<file path="config.mk">
export PLATFORM = sky130hd
export DESIGN_NAME = cnu_serial
export DESIGN_NICKNAME = d
export VERILOG_FILES = /design/src/rtl/cnu_serial.sv
export SDC_FILE = /design/constraint.sdc
export NUM_CORES = 1
export LEC_CHECK = 0
export ABC_CLOCK_PERIOD_IN_PS = 12100
export CAP_MARGIN = 20
export CORE_AREA = 4 4 88 90
export CTS_BUF_LIST = sky130_fd_sc_hd__clkbuf_4 sky130_fd_sc_hd__clkbuf_8
export DETAILED_ROUTE_END_ITERATION = 8
export DIE_AREA = 0 0 92 94
export GPL_ROUTABILITY_DRIVEN = 1
export GPL_TIMING_DRIVEN = 0
export HOLD_SLACK_MARGIN = 0.15
export PLACE_DENSITY = 0.87
export SKIP_LAST_GASP = 1
export SYNTH_ARGS = -nofsm -noshare
export SYNTH_HDL_FRONTEND = slang
export SYNTH_SLANG_ARGS = --single-unit
</file>
<file path="constraint.sdc">
create_clock -name clk -period 12.1 [get_ports clk]
set_input_delay 2.42 -clock clk [delete_from_list [all_inputs] [get_ports clk]]
set_output_delay 2.42 -clock clk [all_outputs]
set_load 0.03 [all_outputs]
</file>
<file path="src/rtl/cnu_serial.sv">
// cnu_serial: serial min-sum check-node unit.
// Collects one check node's messages, then emits one reply per input.
module cnu_serial #(
    parameter int D      = 8,
    parameter int data_w = 8,
    parameter int MODE   = 0,
    parameter int BETA   = 1
) (
    input  logic              clk,
    input  logic              rst,
    input  logic              in_valid,
    output logic              in_ready,
    input  logic              in_last,
    input  logic [data_w-1:0] q,
    output logic              out_valid,
    input  logic              out_ready,
    output logic              out_last,
    output logic [data_w-1:0] r
);
    localparam int CW = $clog2(D + 1);
    localparam logic [data_w-1:0] MAXM = {1'b0, {(data_w-1){1'b1}}};
    localparam logic [data_w-1:0] MINV = {1'b1, {(data_w-1){1'b0}}};

    typedef enum logic {COLLECT, EMIT} state_t;

    state_t            state_q, state_d;
    logic [CW-1:0]     k_q, k_d;
    logic [CW-1:0]     n_q, n_d;
    logic [CW-1:0]     j_q, j_d;
    logic [CW-1:0]     idx_q, idx_d;
    logic [data_w-1:0] min_q, min_d;
    logic [data_w-1:0] min2_q, min2_d;
    logic              rsgn_q, rsgn_d;
    logic [D-1:0]      sgn_q, sgn_d;
    logic [data_w-1:0] r_q, r_d;
    logic              ov_q, ov_d;
    logic              ol_q, ol_d;
    logic              ir_q, ir_d;
    logic [data_w-1:0] q_mag;
    logic [data_w-1:0] m_sel;
    logic              s_j;

    // Scale or offset a magnitude, then apply the reply sign (no -0).
    function automatic logic [data_w-1:0] shape(
        input logic [data_w-1:0] m,
        input logic              neg
    );
        logic [data_w-1:0] mag;
        if (MODE == 0) begin
            mag = data_w'((({2'b00, m} << 1) + {2'b00, m}) >> 2);
        end else begin
            mag = (m > data_w'(BETA)) ? m - data_w'(BETA) : '0;
        end
        return (neg && mag != '0) ? -mag : mag;
    endfunction

    // Saturating magnitude of the incoming message.
    always_comb begin
        if (q == MINV) begin
            q_mag = MAXM;
        end else if (q[data_w-1]) begin
            q_mag = -q;
        end else begin
            q_mag = q;
        end
    end

    // Next-state: collect min/min2/parity, then walk the reply index.
    always_comb begin
        state_d = state_q;
        k_d     = k_q;
        n_d     = n_q;
        j_d     = j_q;
        idx_d   = idx_q;
        min_d   = min_q;
        min2_d  = min2_q;
        rsgn_d  = rsgn_q;
        sgn_d   = sgn_q;
        unique case (state_q)
            COLLECT: begin
                if (in_valid) begin
                    for (int i = 0; i < D; i++) begin
                        if (k_q == CW'(i)) sgn_d[i] = q[data_w-1];
                    end
                    rsgn_d = rsgn_q ^ q[data_w-1];
                    if (q_mag < min_q) begin
                        min2_d = min_q;
                        min_d  = q_mag;
                        idx_d  = k_q;
                    end else if (q_mag < min2_q) begin
                        min2_d = q_mag;
                    end
                    if (in_last || k_q == CW'(D - 1)) begin
                        state_d = EMIT;
                        n_d     = k_q + CW'(1);
                        j_d     = '0;
                        k_d     = '0;
                    end else begin
                        k_d = k_q + CW'(1);
                    end
                end
            end
            EMIT: begin
                if (out_ready) begin
                    if (j_q == n_q - CW'(1)) begin
                        state_d = COLLECT;
                        j_d     = '0;
                        idx_d   = '0;
                        min_d   = MAXM;
                        min2_d  = MAXM;
                        rsgn_d  = 1'b0;
                    end else begin
                        j_d = j_q + CW'(1);
                    end
                end
            end
            default: state_d = COLLECT;
        endcase

        s_j = 1'b0;
        for (int i = 0; i < D; i++) begin
            if (j_d == CW'(i)) s_j = sgn_d[i];
        end
        m_sel = (j_d == idx_d) ? min2_d : min_d;
        ov_d  = (state_d == EMIT);
        ir_d  = (state_d == COLLECT);
        ol_d  = ov_d && (j_d == n_d - CW'(1));
        r_d   = ov_d ? shape(m_sel, rsgn_d ^ s_j) : '0;
    end

    // State and registered outputs, synchronous active-low reset.
    always_ff @(posedge clk) begin
        if (!rst) begin
            state_q <= COLLECT;
            k_q     <= '0;
            n_q     <= '0;
            j_q     <= '0;
            idx_q   <= '0;
            min_q   <= MAXM;
            min2_q  <= MAXM;
            rsgn_q  <= 1'b0;
            sgn_q   <= '0;
            r_q     <= '0;
            ov_q    <= 1'b0;
            ol_q    <= 1'b0;
            ir_q    <= 1'b1;
        end else begin
            state_q <= state_d;
            k_q     <= k_d;
            n_q     <= n_d;
            j_q     <= j_d;
            idx_q   <= idx_d;
            min_q   <= min_d;
            min2_q  <= min2_d;
            rsgn_q  <= rsgn_d;
            sgn_q   <= sgn_d;
            r_q     <= r_d;
            ov_q    <= ov_d;
            ol_q    <= ol_d;
            ir_q    <= ir_d;
        end
    end

    assign in_ready  = ir_q;
    assign out_valid = ov_q;
    assign out_last  = ol_q;
    assign r         = r_q;

endmodule

</file>
# Word-level counts from Yosys, hierarchy flattened
# Cells that the tools add are included.
# classes
n_addsub	7
order_cmp	2
n_eq_ne	18
mux	56
n_bitwise	4
n_reduce_logical	8
# ops
operator	n
two-way mux 8 bit	15
two-way mux 4 bit	12
equality test 4 x 3 -> 1 bit (second input constant)	8
one-hot mux 8 bit (2 select lines)	2
two-way mux 1 bit	23
equality test 4 x 2 -> 1 bit (second input constant)	4
less-than comparator 8 bit	2
negation 8 bit	2
one-hot mux 4 bit (2 select lines)	2
equality test 4 bit	3
adder 9 x 8 -> 10 bit	1
adder 4 x 1 -> 4 bit (second input constant)	2
equality test 4 x 1 -> 1 bit (second input constant)	2
equality test 8 bit (second input constant)	1
zero test 4 bit	2
nonzero test 8 bit	1
subtractor 4 x 1 -> 4 bit (second input constant)	2
one-hot mux 1 bit (2 select lines)	2
AND reduction 2 bit	2
logical AND 1 bit	2
inverter 1 bit	2
XOR 1 bit	2
logical OR 1 bit	1
# totals
regBits	52
in_bits	13
output_inout_bits	11
elab_cells	107

# Logic depth before layout (Yosys ltp)
# logic_depth
word_depth	17
mapped_depth	30
depth_no_buf	29

# Worst setup path before layout
# Ideal clock, no wire load.
# synth_timing
kind	in2reg
start	in q[3]
end	reg r_q[7] (netlist: r[7])
setup_ns	0.077
arrival_ns	8.329
required_ns	12.023
setup_slack_ns	3.694
path_stages	23
n_path_buf	1
path_cell_list	or3_4 nor3_1 nor4b_1 ha_1 nand4_1 or2_1 o211a_4 a32oi_2 a21oi_1 or4_4 or3_4 buf_6 mux2i_1 inv_1 ha_1 a21o_1 a2111oi_0 nand2b_1 mux2_4 nand4_2 nand2_1 or4_1 a31oi_1
# synth_via
elab_chain_cells	13
elab_cells_between_ends	23
cone_classes	3 x add/sub; 2 x order compare; 2 x eq/ne; 14 x mux; 2 x reduce/logical
# synth_rtl
element	line_no	text
start: declaration	14	input logic [data_w-1:0] q,
negation 8 bit	62	q_mag = -q;
two-way mux 8 bit	61	end else if (q[data_w-1]) begin
two-way mux 8 bit *	59	if (q == MINV) begin
less-than comparator 8 bit (on tied branches)	86, 90	
two-way mux 4 bit / two-way mux 8 bit (equally long branches)	86, 90	
two-way mux 4 bit / two-way mux 8 bit (equally long branches)	81, 86	
one-hot mux 4 bit (2 select lines) / two-way mux 8 bit (equally long branches)	79, 81	
equality test 4 bit / one-hot mux 8 bit (2 select lines) (equally long branches)	124, 79	
two-way mux 8 bit *	124	m_sel = (j_d == idx_d) ? min2_d : min_d;
adder 9 x 8 -> 10 bit *	50	mag = data_w'((({2'b00, m} << 1) + {2'b00, m}) >> 2);
parallel branches: the longest is 2 deep, another holds negation 8 bit	n/a	
two-way mux 8 bit *	54	return (neg && mag != '0) ? -mag : mag;
end signal: assignment	157	r_q <= r_d;
end: declaration	35	logic [data_w-1:0] r_q, r_d;
# Mark *: on every way between the ends.
# A chain may end at the register's enable or synchronous reset.

# Worst setup path in the final report
# Ends and elaborated chain as after synthesis.

==> reports/metrics.yaml <==
run_status:
  status: "finished clean"
critical_path:
  startpoint_type: "primary input"
  critPathMaxStageDelay_ns: 0.77
  crit_type: "primary input to register"
  r2r_setup_slack_ns: 5.64
  r2r_start: "k_q[0]"
  crit_path_max_fanout: 10
  worst_r2r_path_depth: 20
  cp.arrival_ns: 9.92
  regToRegEndpoint: "r[7]"
  critPathTopFamily: "simple AND/OR/NAND/NOR gates"
  path_cells: "clkdlybuf4s50_1 > or3_4 > nor3_1 > nor4b_1 > ha_1 > nand4_1 > or2_1 > o2111ai_2 > nand3_1 > and3_1 > or4_4 > or3_4 > buf_6 > mux2i_1 > inv_1 > ha_1 > a21o_1 > a2111oi_0 > nand2b_1 > mux2_4 > nand4_2 > nand2_1 > or4_1 > a31oi_1"
  cpMaxStageDelayCell: "nor4b_1"
  critPathRequiredTime_ns: 12.33
  end_kind: "register"
  cp.buffers_inverters: 3
cells_and_area:
  seq_area_um2: 1040
  fill_cells: 601
  syn2layout_area_growth_pct: 11.8
  final_nets: 584
  drive_above_1_share_pct: 5.74
  design_area_um2: 4540
  multi_input_area_um2: 2790
  n_antenna_cell: 0
yosys:
  synth_edf_count: 0
  seq_area_frac_synth_pct: 25.6
  syn_inst: 508
  yosysUniqueCellTypes: 67
  synth-seq-cells: 52
  syn_area_um2: 4060
  async_reset_ff_share_pct: 0
  synth_area_per_cell_um2: 7.99
  ys_warn_count: 0
  synth_nets: 553
  synthFlopType: "dfxtp_1"
clock_tree:
  cts_tree: "yes"
  clk_root_buffer_cell: "clkbuf_8"
  cts_inserted_buffers: 5
  h-tree-depth: 2
  ctsResizeCount: 0
  clkTransAtPathRegs_ns: 0.10
  cts-hold-fix-buffers: 0
  clk_latency_ns: 0.32
  post_cts_buffers: 0
  cts.sinks: 52
  cts_buffer_depth: 2
power:
  p_leak_nw: 1.92
  switching_share_pct: 40.7
  power_density_nw_per_um2: 134
  power_frac_seq_pct: 31.5
  p_sw_mw: 0.247
  p_comb_share_pct: 47.5
  ir_drop_v: 0.0000864
  clockPowerShare_pct: 21.0
  intPower_mw: 0.360
grt:
  grt.overflow.total: 0
  grt_use_total_pct: 24.1
  grt_pass1_vias: 3771
  antenna_found_initial: 0
  grt_pass1_wl_mm: 17.0
  grt_max_degree: 19
die:
  die_area_um2: 8650
  die_w_um: 92
  row_count: 31
  core_area_um2: 7060
  die_y_um: 94
  start_util_pct: 57.5
  io_pins: 24
detailed_routing:
  dr.max_layer_used: "met4"
  initialDrtViolationCount: 254
  drc: 0
  route.met3.wl_um: 591
  drtAntennaViolNets: 0
  drt-total-wl_mm: 10.2
  viasPerCell: 6.21
  wl_met2_mm: 4.96
  vias: 3966
  drtPass1Iterations: 5
  wire_per_inst_um: 15.9
  wl_met1_mm: 4.25
timing:
  slew_violations: 0
  relSlewSlack_pct: 33.2
  hold_viol: 0
  worst_pin_slew_ns: 0.998
  tns_ns: 0
  rsz0062_at_grt: "no"
  skew_ns: 0.0119
  finalCritPeriodShare_pct: 80.1
  fin_crit_ns: 9.69
  setup_viol: 0
  worst_slack_ns: 2.41
  clock.fmax_mhz: 103
worst_hold_path:
  holdCritStartpoint: "min2_q[5]"
  min_path_type: "register to register"
  min_to: "min2_q[5]"
  holdPathStages: 2
placement:
  gp_congestion: 0.960
  dpl_cell_area_um2: 4420
  dp_slack_ns: 2.25
  io_buffers: 23
  dpl.hpwl_mm: 7.87
flow_run:
  maxCapViolCount: 0
==> metal layers <==
layer  global-route usage [%]  vias up
met1                     29.4     1855
met5                        0        -
met4                     12.0        0
li1                         -     1894
met2                     41.5      176
met3                     3.37       41
==> logic make-up (layout without fill, tap and decap cells) <==
kind of cell	Yosys count	after routing	synth area share, %
compound gates	139	139	23.8
xor+xnor	23	23	5.30
fa+ha+maj	32	32	10.0
buf+inv	58	90	5.64
flops	52	52	25.6
mux	25	25	6.50
simple gates	179	179	23.1
==> tightest hold or removal path, stage by stage, from the launching register on <==
cell and delay (ns):
dfxtp_1 0.34, a21oi_1 0.07, nand2_1 0.05
==> sequential cells by signal, summed over array words and instances (netlist names) <==
signal	flops
rsgn_q	1
j_q	4
sgn_q	8
k_q	4
min_q	8
n_q	4
out_valid	1
idx_q	4
min2_q	8
r	8
in_ready	1
out_last	1
==> worst max path at each step <==
stage	end	cells past startpoint	slack (ns)	from
after floorplan	r[7]	23	3.69	q[3]
after global placement	r[7]	24	2.35	q[3]
after detailed placement	r[7]	24	2.25	q[3]
after CTS	r[7]	24	2.53	q[3]
after global routing	r[7]	24	1.99	q[3]
final	r[7]	24	2.41	q[3]
==> synthesized netlist by cell type, types with 3 or more instances <==
cell type | count | area share, %
a21oi_1 | 36 | 4.4
o22ai_1 | 8 | 1.2
o2111ai_1 | 5 | 1.1
or3_1 | 6 | 0.92
nand3_1 | 14 | 1.7
and3_1 | 5 | 0.77
a21boi_0 | 3 | 0.55
and2_1 | 14 | 2.2
nand2_1 | 50 | 4.6
o21ai_0 | 17 | 2.1
nor4_1 | 3 | 0.46
a221o_1 | 3 | 0.74
xor2_1 | 11 | 2.4
a31oi_1 | 7 | 1.1
nand2b_1 | 11 | 1.7
nor2b_1 | 22 | 3.4
nor3_1 | 5 | 0.62
mux2i_1 | 20 | 4.9
nor2_1 | 31 | 2.9
mux2_2 | 3 | 0.83
nand4_1 | 4 | 0.62
a21o_1 | 13 | 2.4
o31ai_1 | 5 | 0.92
dfxtp_1 | 52 | 26
ha_1 | 31 | 9.6
xnor2_1 | 11 | 2.4
clkbuf_1 | 15 | 1.4
a211oi_1 | 7 | 1.3
a32oi_1 | 5 | 1.1
o21a_1 | 5 | 0.92
buf_2 | 3 | 0.37
inv_1 | 37 | 3.4
==> layout by cell type (no fill, tap or decap), drive strengths merged, types with 20 or more instances in the layout <==
cell,Yosys,routed
dfxtp,52,52
nand2,50,50
inv,37,39
a21oi,37,37
nor2,31,31
ha,31,31
clkdlybuf4s50,0,23
nor2b,22,22
mux2i,20,20
clkbuf,15,20
==> per-stage QoR <==
step | power [mW] | cells | util (%) | hold slack, ns
global placement | 0.465 | 630 | 62.5 | 0.466
CTS | 0.604 | 638 | 64.2 | 0.503
floorplan | 0.405 | 508 | - | 0.450
global route | 0.648 | 639 | 64.3 | 0.535
finish | 0.607 | 639 | 64.3 | 0.494
detailed placement | 0.476 | 630 | 62.5 | 0.480
==> layout make-up <==
cell class | instances | share of cell area [%]
Tap cell | 99 | 2.73
Inverter | 38 | 3.14
Multi-Input combinational cell | 398 | 61.5
Buffer | 20 | 1.90
Sequential cell | 52 | 22.9
Clock buffer | 5 | 1.52
Timing Repair Buffer | 24 | 5.18
Clock inverter | 3 | 1.10
==> power by group through the flow <==
| stage | logic [mW] | registers, mW | clock network, mW |
|---|---|---|---|
| after CTS | 0.283 | 0.191 | 0.130 |
| after detailed placement | 0.281 | 0.195 | 0 |
| after global routing | 0.318 | 0.192 | 0.138 |
| final | 0.289 | 0.191 | 0.128 |
| after floorplan | 0.198 | 0.208 | 0 |
| after global placement | 0.271 | 0.194 | 0 |
No activity file was read; power rests on OpenSTA's default activity.
